<file path="config.mk">
export PLATFORM = sky130hd
export DESIGN_NAME = fib_key_entry_ctrl_flat
export DESIGN_NICKNAME = d
export VERILOG_FILES = /design/src/rtl/fib_key_entry_ctrl_if.sv /design/src/rtl/fib_key_entry_ctrl.sv /design/src/flat_wrapper.sv
export SDC_FILE = /design/constraint.sdc
export NUM_CORES = 1
export LEC_CHECK = 0
export BUFFER_PORTS_ARGS = -buffer_cell sky130_fd_sc_hd__buf_2
export CORE_MARGIN = 8
export CORE_UTILIZATION = 55
export CTS_CLUSTER_SIZE = 12
export DETAILED_ROUTE_END_ITERATION = 16
export GPL_TIMING_DRIVEN = 1
export PLACE_DENSITY = 0.78
export SYNTH_ARGS = -nofsm -noshare
export SYNTH_HDL_FRONTEND = slang
export SYNTH_SLANG_ARGS = --single-unit
export TNS_END_PERCENT = 5
</file>
<file path="constraint.sdc">
create_clock -name clk -period 3.45 [get_ports clk]
set_input_delay 0.69 -clock clk [delete_from_list [all_inputs] [get_ports clk]]
set_output_delay 0.69 -clock clk [all_outputs]
set_load 0.005 [all_outputs]
</file>
<file path="src/rtl/fib_key_entry_ctrl_if.sv">
// Handshake bundle between the key-entry sequencer, the PS/2 key FIFO,
// the UART echo path and the Fibonacci unit.
interface fib_key_entry_ctrl_if;
    logic       kb_buf_empty;
    logic [7:0] key_code;
    logic       rd_key_code;
    logic       tx_full;
    logic       echo_wr;
    logic [7:0] echo_data;
    logic       fib_busy;
    logic       fib_done;
    logic       fib_start;

    modport master (
        input  kb_buf_empty, key_code, tx_full, fib_busy, fib_done,
        output rd_key_code, echo_wr, echo_data, fib_start
    );

    modport slave (
        output kb_buf_empty, key_code, tx_full, fib_busy, fib_done,
        input  rd_key_code, echo_wr, echo_data, fib_start
    );
endinterface

</file>
<file path="src/rtl/fib_key_entry_ctrl.sv">
// Key-entry sequencer: pops PS/2 make codes, builds a 0..99 index, echoes it and
// starts the Fibonacci unit. Optional idle timeout via macro ENTRY_TIMEOUT_EN.
module fib_key_entry_ctrl #(
    parameter int MAX_INDEX      = 24,
    parameter int TIMEOUT_CYCLES = 100000000
) (
    input  logic                 clk,
    input  logic                 reset,
    fib_key_entry_ctrl_if.master bus,
    output logic [7:0]           index,
    output logic [6:0]           entry_val,
    output logic [1:0]           digit_cnt,
    output logic                 entry_err
);

    typedef enum logic [2:0] {
        IDLE, DECODE, ECHO, COMMIT, WAIT_DONE
    } state_t;

    localparam logic [7:0] KEY_ENTER = 8'h5A;
    localparam logic [7:0] KEY_BKSP  = 8'h66;
    localparam logic [7:0] CH_ZERO   = 8'h30;
    localparam logic [7:0] CH_BANG   = 8'h21;
    localparam logic [7:0] CH_DASH   = 8'h2D;
    localparam logic [7:0] CH_CR     = 8'h0D;

    state_t     state_q, state_d;
    logic [7:0] key_q, key_d;
    logic [6:0] entry_val_q, entry_val_d;
    logic [1:0] digit_cnt_q, digit_cnt_d;
    logic       entry_err_q, entry_err_d;
    logic [7:0] index_q, index_d;
    logic [7:0] echo_data_q, echo_data_d;
    logic       commit_q, commit_d;
    logic       gap_q, gap_d;

    logic       rd_key_code, echo_wr, fib_start;
    logic       is_digit;
    logic [3:0] digit;
    logic [6:0] accum;

`ifdef ENTRY_TIMEOUT_EN
    localparam int TW = (TIMEOUT_CYCLES > 1) ? $clog2(TIMEOUT_CYCLES) : 1;
    localparam logic [TW-1:0] TMO_LAST = TW'(TIMEOUT_CYCLES - 1);
    logic [TW-1:0] tmo_cnt_q, tmo_cnt_d;
`else
    logic unused_tmo;
    assign unused_tmo = (TIMEOUT_CYCLES == 0);
`endif

    always_comb begin
        is_digit = 1'b1;
        digit    = 4'd0;
        case (key_q)
            8'h45: digit = 4'd0;
            8'h16: digit = 4'd1;
            8'h1E: digit = 4'd2;
            8'h26: digit = 4'd3;
            8'h25: digit = 4'd4;
            8'h2E: digit = 4'd5;
            8'h36: digit = 4'd6;
            8'h3D: digit = 4'd7;
            8'h3E: digit = 4'd8;
            8'h46: digit = 4'd9;
            default: is_digit = 1'b0;
        endcase
    end

    // Bounded by 9*10+9 = 99, so 7 bits never overflow.
    assign accum = entry_val_q * 7'd10 + {3'b000, digit};

    always_comb begin
        state_d     = state_q;
        key_d       = key_q;
        entry_val_d = entry_val_q;
        digit_cnt_d = digit_cnt_q;
        entry_err_d = entry_err_q;
        index_d     = index_q;
        echo_data_d = echo_data_q;
        commit_d    = commit_q;
        gap_d       = 1'b0;
        rd_key_code = 1'b0;
        echo_wr     = 1'b0;
        fib_start   = 1'b0;
`ifdef ENTRY_TIMEOUT_EN
        tmo_cnt_d   = '0;
`endif

        case (state_q)
            IDLE: begin
                // gap_q spaces pops after an ignored key so the FIFO sees at most one pop per 3 cycles.
                if (!bus.kb_buf_empty && !gap_q) begin
                    rd_key_code = 1'b1;
                    key_d       = bus.key_code;
                    state_d     = DECODE;
                end
`ifdef ENTRY_TIMEOUT_EN
                else if (digit_cnt_q != 2'd0) begin
                    if (tmo_cnt_q == TMO_LAST) begin
                        entry_val_d = '0;
                        digit_cnt_d = '0;
                        entry_err_d = 1'b1;
                    end else begin
                        tmo_cnt_d = tmo_cnt_q + 1'b1;
                    end
                end
`endif
            end

            DECODE: begin
                commit_d = 1'b0;
                state_d  = ECHO;
                if (is_digit) begin
                    if (digit_cnt_q < 2'd2) begin
                        entry_val_d = accum;
                        digit_cnt_d = digit_cnt_q + 2'd1;
                        entry_err_d = 1'b0;
                        echo_data_d = CH_ZERO + {4'h0, digit};
                    end else begin
                        entry_err_d = 1'b1;
                        echo_data_d = CH_BANG;
                    end
                end else if (key_q == KEY_BKSP) begin
                    entry_val_d = '0;
                    digit_cnt_d = '0;
                    entry_err_d = 1'b0;
                    echo_data_d = CH_DASH;
                end else if (key_q == KEY_ENTER) begin
                    if (digit_cnt_q == 2'd0) begin
                        state_d = IDLE;
                        gap_d   = 1'b1;
                    end else if (entry_val_q > 7'(MAX_INDEX)) begin
                        entry_err_d = 1'b1;
                        entry_val_d = '0;
                        digit_cnt_d = '0;
                        echo_data_d = CH_BANG;
                    end else begin
                        index_d     = {1'b0, entry_val_q};
                        echo_data_d = CH_CR;
                        commit_d    = 1'b1;
                    end
                end else begin
                    state_d = IDLE;
                    gap_d   = 1'b1;
                end
            end

            ECHO: begin
                if (!bus.tx_full) begin
                    echo_wr = 1'b1;
                    state_d = commit_q ? COMMIT : IDLE;
                end
            end

            COMMIT: begin
                if (!bus.fib_busy) begin
                    fib_start   = 1'b1;
                    entry_val_d = '0;
                    digit_cnt_d = '0;
                    commit_d    = 1'b0;
                    state_d     = WAIT_DONE;
                end
            end

            WAIT_DONE: begin
                if (bus.fib_done) state_d = IDLE;
            end

            default: state_d = IDLE;
        endcase
    end

    always_ff @(posedge clk or negedge reset) begin
        if (!reset) begin
            state_q     <= IDLE;
            key_q       <= '0;
            entry_val_q <= '0;
            digit_cnt_q <= '0;
            entry_err_q <= 1'b0;
            index_q     <= '0;
            echo_data_q <= '0;
            commit_q    <= 1'b0;
            gap_q       <= 1'b0;
        end else begin
            state_q     <= state_d;
            key_q       <= key_d;
            entry_val_q <= entry_val_d;
            digit_cnt_q <= digit_cnt_d;
            entry_err_q <= entry_err_d;
            index_q     <= index_d;
            echo_data_q <= echo_data_d;
            commit_q    <= commit_d;
            gap_q       <= gap_d;
        end
    end

`ifdef ENTRY_TIMEOUT_EN
    always_ff @(posedge clk or negedge reset) begin
        if (!reset) tmo_cnt_q <= '0;
        else        tmo_cnt_q <= tmo_cnt_d;
    end
`endif

    assign bus.rd_key_code = rd_key_code;
    assign bus.echo_wr     = echo_wr;
    assign bus.echo_data   = echo_data_q;
    assign bus.fib_start   = fib_start;

    assign index     = index_q;
    assign entry_val = entry_val_q;
    assign digit_cnt = digit_cnt_q;
    assign entry_err = entry_err_q;

endmodule

</file>
<file path="src/flat_wrapper.sv">
// flat-port wrapper written by rule: the top's interface ports become plain ports
module fib_key_entry_ctrl_flat 
#(
    parameter int MAX_INDEX      = 24,
    parameter int TIMEOUT_CYCLES = 100000000
)
  (clk, reset, index, entry_val, digit_cnt, entry_err, bus_kb_buf_empty, bus_key_code, bus_tx_full, bus_fib_busy, bus_fib_done, bus_rd_key_code, bus_echo_wr, bus_echo_data, bus_fib_start);
  fib_key_entry_ctrl_if bus_i ();
  input  logic clk;
  input  logic reset;
  output logic [7:0] index;
  output logic [6:0] entry_val;
  output logic [1:0] digit_cnt;
  output logic entry_err;
  input wire logic [$bits(bus_i.kb_buf_empty)-1:0] bus_kb_buf_empty;
  input wire logic [$bits(bus_i.key_code)-1:0] bus_key_code;
  input wire logic [$bits(bus_i.tx_full)-1:0] bus_tx_full;
  input wire logic [$bits(bus_i.fib_busy)-1:0] bus_fib_busy;
  input wire logic [$bits(bus_i.fib_done)-1:0] bus_fib_done;
  output wire logic [$bits(bus_i.rd_key_code)-1:0] bus_rd_key_code;
  output wire logic [$bits(bus_i.echo_wr)-1:0] bus_echo_wr;
  output wire logic [$bits(bus_i.echo_data)-1:0] bus_echo_data;
  output wire logic [$bits(bus_i.fib_start)-1:0] bus_fib_start;
  assign bus_i.kb_buf_empty = bus_kb_buf_empty;
  assign bus_i.key_code = bus_key_code;
  assign bus_i.tx_full = bus_tx_full;
  assign bus_i.fib_busy = bus_fib_busy;
  assign bus_i.fib_done = bus_fib_done;
  assign bus_rd_key_code = bus_i.rd_key_code;
  assign bus_echo_wr = bus_i.echo_wr;
  assign bus_echo_data = bus_i.echo_data;
  assign bus_fib_start = bus_i.fib_start;
  fib_key_entry_ctrl #(.MAX_INDEX(MAX_INDEX), .TIMEOUT_CYCLES(TIMEOUT_CYCLES)) u_core (.clk(clk), .reset(reset), .bus(bus_i), .index(index), .entry_val(entry_val), .digit_cnt(digit_cnt), .entry_err(entry_err));
endmodule
</file>
==> results of run 1 <==
through the flow:
stage	total power, mW	setup slack, ps	utilization	cells	area (sq um)
3_5_place_dp	1.29	735	0.632	278	2350
2_1_floorplan	1.14	885	-	200	2160
6_report	1.66	710	0.662	286	2460
3_3_place_gp	1.27	805	0.632	278	2350
4_1_cts	1.66	702	0.662	286	2460
5_1_grt	1.77	486	0.662	286	2460
sequential cells by signal, indices dropped and copies added (netlist names):
register,flops
u_core.key_q,8
u_core.entry_val,7
u_core.index,7
u_core.bus.echo_data,6
u_core.state_q,3
u_core.digit_cnt,2
u_core.commit_q,1
u_core.entry_err,1
u_core.gap_q,1
cells in the mapped netlist, drive strengths merged (3+ instances only):
master / number
ha: 8
dfrtp: 36
nand2b: 6
a21oi: 4
nand3: 4
a211oi: 3
nor3: 3
nor2b: 3
nand4bb: 3
inv: 12
buf: 9
mux2: 13
o21ai: 6
nor2: 7
mux2i: 11
nand2: 17
xnor2: 8
worst paths after layout:
check                                        start                       to  cells after the start
setup / recovery                   u_core.key_q[6]      u_core.entry_val[5]                     11
hold / removal                               reset      u_core.entry_val[3]                      1
setup reg to reg                   u_core.key_q[6]      u_core.entry_val[5]                     11
hold reg to reg            u_core.bus.echo_data[5]  u_core.bus.echo_data[5]                      1
max in group asynchronous                    reset        u_core.state_q[1]                      1
min in group clk           u_core.bus.echo_data[5]  u_core.bus.echo_data[5]                      1
layer usage:
layer | share of wire | vias up | track usage | wire length, microns
met1 | 0.46 | 782 | 0.194 | 2100
met4 | 0.0064 | 0 | 0.0315 | 29
li1 | - | 781 | - | -
met3 | 0.060 | 5 | 0.0478 | 273
met2 | 0.47 | 39 | 0.243 | 2150
met5 | 0 | - | 0 | 0
power breakdown:
part	internal [mW]	switching, mW	leakage, nW	total (mW)
clock network	0.214	0.153	0.0541	0.367
registers	0.535	0.185	0.473	0.721
logic	0.307	0.261	0.628	0.568
total	1.06	0.600	1.16	1.66
logic make-up after synthesis:
logic type | count (synthesis)
AND/OR/NAND/NOR | 60
AO/OA/AOI/OAI | 35
flip-flops | 36
other | 1
multiplexers | 24
adder cells (fa/ha/maj) | 10
XOR/XNOR | 10
buffers and inverters | 22
final cells by class:
class	instances	share of cell area
inverter	12	0.0183
clock buffer	5	0.0280
multi-input combinational	142	0.464
sequential	36	0.366
timing repair buffer	40	0.0824
tap	48	0.0244
clock inverter	3	0.0173
==> flow_summary.toml, run 1 <==
[run_status]
status = "completed"

[sta]
rsz0062_at_grt = "no"
final.setup_skew_ps = 14.1
fin_crit_sh = 0.794
hold_viol_final = 0
final_max_slew_viol_count = 0
fmax_mhz = 365
setup_viol = 0
finalSetupTns_ps = 0
hold_ws_ps = 481
period_minus_slack_ps = 2740
worst_slew_pin_slew_ps = 825
slew-limit-headroom = 0.436

[clock_network]
clk_path_buf_depth = 2
cts_buffers = 5
clk_latency_ps = 290
cts_hold_buf = 0
cts_setup_buffers = 0
cts_resized = 0
cts_tree = "built"
h-tree-depth = 2
clk_pin_slew_ps = 80
ctsRootBufferMaster = "clkbuf_8"
cts.sinks = 36

[final_layout]
register_area_sq_um = 901
syn2layout_area_growth_pct = 14.4
layout-drive-gt1-share = 0.286
layout_commonest_cell = "buf_2"
fin_nets = 261
n_antenna_cell = 0
multi_input_area_sq_mm = 0.00114
layout_common_cells = "buf_2 (39), dfrtp_1 (36), nand2_1 (17), inv_1 (12), mux2i_1 (11)"
fillerInstances = 300

[critical_path]
critPathSlowestCell = "dfrtp_1"
critPathTopFamily = "simple AND/OR/NAND/NOR gates"
cp.required_ps = 3670
worstSetupStartpointType = "flop"
critPathMostFrequentCell = "inv_1"
worstSetupPathType = "reg2reg"
crit_arrival_ps = 2960
reg2reg_setup_slack_ps = 710
cp-end-kind = "flop"
cp_max_fo = 9
slowest_delay_ps = 470
path_cells = "or3b_2 -> o31a_1 -> inv_1 -> ha_1 -> inv_1 -> fa_1 -> nor2b_1 -> o21ai_0 -> xor2_1 -> nand2_1 -> mux2i_1"
critPathBufInv = 2

[logic_synthesis]
synth_edf_count = 0
synth-compound-area-share = 0.126
synthTopCellsByArea = "dfrtp_1 (42%), mux2i_1 (5.1%), mux2_2 (4.7%)"
synth_sequential_area_ratio = 0.419
synthArstFlopShare = 1.00
netlist.area_leader.share = 0.419
synthSimpleGateAreaFrac = 0.167
synth_top_family_by_area = "simple AND/OR/NAND/NOR gates"
synth_xor_area_frac = 0.0407
synth_adder_area_share = 0.0652
synth_cells = 198
synth_flop_cell = "dfrtp_1"
synth_mux_area_frac = 0.126
ys_types = 55
synth_seq_cells = 36
avgSynthCellArea_sq_um = 10.9
synthesis.area_sq_mm = 0.00215
yosys_warnings = 0
yosys.area.top_type = "dfrtp_1"

[power_and_ir_drop]
peakVddDrop_mv = 0.443
powerDensity_mw_per_mm2 = 673
leakage_nw = 1.16

[global_route]
grt_usage = 0.151
antenna_found_initial = 0
grt-ovfl-total = 0
grt_pass1_vias = 1640
grt_max_degree = 37
grt_pass1_wl_mm = 7.75

[place]
gp_congestion = 0.884
io_buffer_count = 39
hpwl_mm = 3.42

[routing]
via_count = 1607
dr.pass1.iters = 4
drt-vias-per-instance = 5.62
drt_iter0_drc = 84
antenna_left = 0
drt-total-wl_mm = 4.56
avgRoutedWirePerCell_microns = 15.9
drcViolationCount = 0

[floorplanning]
fp-row-count = 22
start_util = 0.579
io_pins = 43
core_sq_mm = 0.00372
die_h_microns = 78.5
die_w_microns = 78.5
dieArea_sq_mm = 0.00617

[run]
maxCapViolCount = 0

[hold_path]
hold_path.class = "in2async"
No activity file was read; power rests on OpenSTA's default activity.
==> run 2, diff against run 1 <==
ABC_AREA = 1   (was default)
PLACE_DENSITY = 0.77   (was 0.78)
clock period = 2.6 ns   (was 3.45 ns; I/O delays follow)
==> flow_summary.toml, run 2 <==
[routing]
antenna_left = 0
dr.pass1.iters = 4
drt-vias-per-instance = 5.10
via_count = 1942
drt_iter0_drc = 79
drcViolationCount = 0
drt-total-wl_mm = 4.82
avgRoutedWirePerCell_microns = 12.6

[critical_path]
critPathMostFrequentCell = "nand2_1"
cp_max_fo = 4
slowest_delay_ps = 430
cp.required_ps = 2770
path_cells = "inv_2 -> nand2_1 -> nor2_2 -> nand3_1 -> nand3_2 -> ha_1 -> inv_1 -> fa_1 -> o21ai_0 -> xor2_1 -> nor2_1 -> nand2_1 -> nand2_1"
critPathSlowestCell = "dfrtp_1"
crit_arrival_ps = 2420
worstSetupStartpointType = "flop"
cp-end-kind = "flop"
worstSetupPathType = "reg2reg"

[place]
gp_congestion = 0.884
placed_cell_area_sq_mm = 0.00246
io_buffer_count = 39
hpwl_mm = 3.79

[logic_synthesis]
synthesis.area_sq_mm = 0.00222
synth_cells = 287
yosysMostFrequentCell = "nand2_1"
synth_sequential_area_ratio = 0.405
synth_flop_cell = "dfrtp_1"
yosys_warnings = 0
avgSynthCellArea_sq_um = 7.75
synthTopCellsByArea = "dfrtp_1 (41%), nand2_1 (13%), nor2_1 (5.6%)"
synthArstFlopShare = 1.00
netlist.area_leader.share = 0.405
synth_common_cells = "nand2_1 (79), dfrtp_1 (36), nor2_1 (33)"
yosys.area.top_type = "dfrtp_1"
synth_edf_count = 0
ys_types = 35
synth_seq_cells = 36

[final_layout]
layout_common_cells = "nand2_1 (79), buf_2 (39), dfrtp_1 (36), nor2_1 (33), inv_1 (29)"
fin_nets = 355
multi_input_area_sq_mm = 0.00116
syn2layout_area_growth_pct = 14.4
top_register = "u_core.key_q"
n_antenna_cell = 0
layout_commonest_cell = "nand2_1"
largest_reg_flops = 8
fillerInstances = 350
fin_area_sq_mm = 0.00254
finalCoreUtilization = 0.645
layout-drive-gt1-share = 0.248
register_area_sq_um = 901

[sta]
rsz0062_at_grt = "no"
final_max_slew_viol_count = 0
period_minus_slack_ps = 2250
final.setup_skew_ps = 2.56
fin_crit_sh = 0.865
slew-limit-headroom = 0.464
fmax_mhz = 445
hold_ws_ps = 320
worst_slew_pin_slew_ps = 803
finalSetupTns_ps = 0
hold_viol_final = 0
setup_viol = 0

[floorplanning]
die_h_microns = 79.6
dieArea_sq_mm = 0.00633
die_w_microns = 79.6
start_util = 0.564
io_pins = 43
fp-row-count = 23
core_sq_mm = 0.00394

[clock_network]
cts.sinks = 36
cts_setup_buffers = 0
clk_path_buf_depth = 2
cts_tree = "built"
h-tree-depth = 2
cts_hold_buf = 0
clk_latency_ps = 280
clk_pin_slew_ps = 70
cts_buffers = 5
ctsRootBufferMaster = "clkbuf_8"
cts_resized = 0

[power_and_ir_drop]
powerDensity_mw_per_mm2 = 756
clkPwrFrac = 0.189
switching_share = 0.408
total_power_mw = 1.92
p_comb_frac = 0.389
p_int_mw = 1.14
peakVddDrop_mv = 0.467
seqPwrFrac = 0.422
leakage_nw = 1.39
switchingPower_mw = 0.785

[global_route]
grt_pass1_vias = 1877
antenna_found_initial = 0
grt_usage = 0.162
grt_pass1_wl_mm = 8.35
grt-ovfl-total = 0
grt_max_degree = 37

[run]
maxCapViolCount = 0

[run_status]
status = "completed"

[hold_path]
hold_path.class = "in2async"
## run 2: through the flow
step	worst slack [ps]	instances
floorplan	519	289
global placement	421	374
detailed placement	361	374
CTS	341	381
global route	92.2	381
finish	351	381
## run 2: cell type report
class                   count  area share
clock buffers               6      0.0285
inverters                  37      0.0546
well taps                  50      0.0246
repair buffers             40      0.0797
clock inverters             1     0.00197
multi-input cells         211       0.456
flip-flops and latches     36       0.354
## run 2: critical path, delay by kind of cell, from the launching register on
family,cells,cell delay (ps)
flip-flops,1,430
buffers and inverters,2,140
AO/OA/AOI/OAI,1,220
XOR/XNOR,1,160
adder cells (fa/ha/maj),2,560
AND/OR/NAND/NOR,7,630
## run 2: metal layers
metal,up-vias,track usage,routed length (microns)
met3,7,0.0372,288
met1,886,0.205,2210
met2,55,0.264,2270
li1,994,-,-
met5,-,0,0
met4,0,0.0556,48
## run 2: final timing paths
path	start	end	slack, ps	cells past startpoint
setup / recovery	u_core.key_q[0]	u_core.entry_val[5]	350	13
hold / removal	reset	u_core.bus.echo_data[1]	320	1
setup reg to reg	u_core.key_q[0]	u_core.entry_val[5]	350	13
hold reg to reg	u_core.bus.echo_data[4]	u_core.bus.echo_data[4]	470	2
max in group asynchronous	reset	u_core.index[5]	1760	1
min in group clk	bus_key_code[2]	u_core.key_q[2]	440	3
## run 2: kinds of logic after synthesis
kind of cell	count (synthesis)	synth area share
AOI/OAI and AO/OA	26	0.0653
xor gates and xnor gates	6	0.0236
adders and majority gates	10	0.0630
buffers and inverters	42	0.0765
DFF	36	0.405
muxes	3	0.0152
other	1	0.00169
and+or+nand+nor	163	0.349
## run 2: power groups by stage
| stage | combinational [mW] | clock, mW | sequential (mW) |
|---|---|---|---|
| after floorplan | 0.545 | 0 | 0.810 |
| after CTS | 0.755 | 0.377 | 0.812 |
| after detailed placement | 0.751 | 0 | 0.823 |
| final | 0.748 | 0.364 | 0.811 |
| after global routing | 0.856 | 0.400 | 0.832 |
| after global placement | 0.735 | 0 | 0.815 |
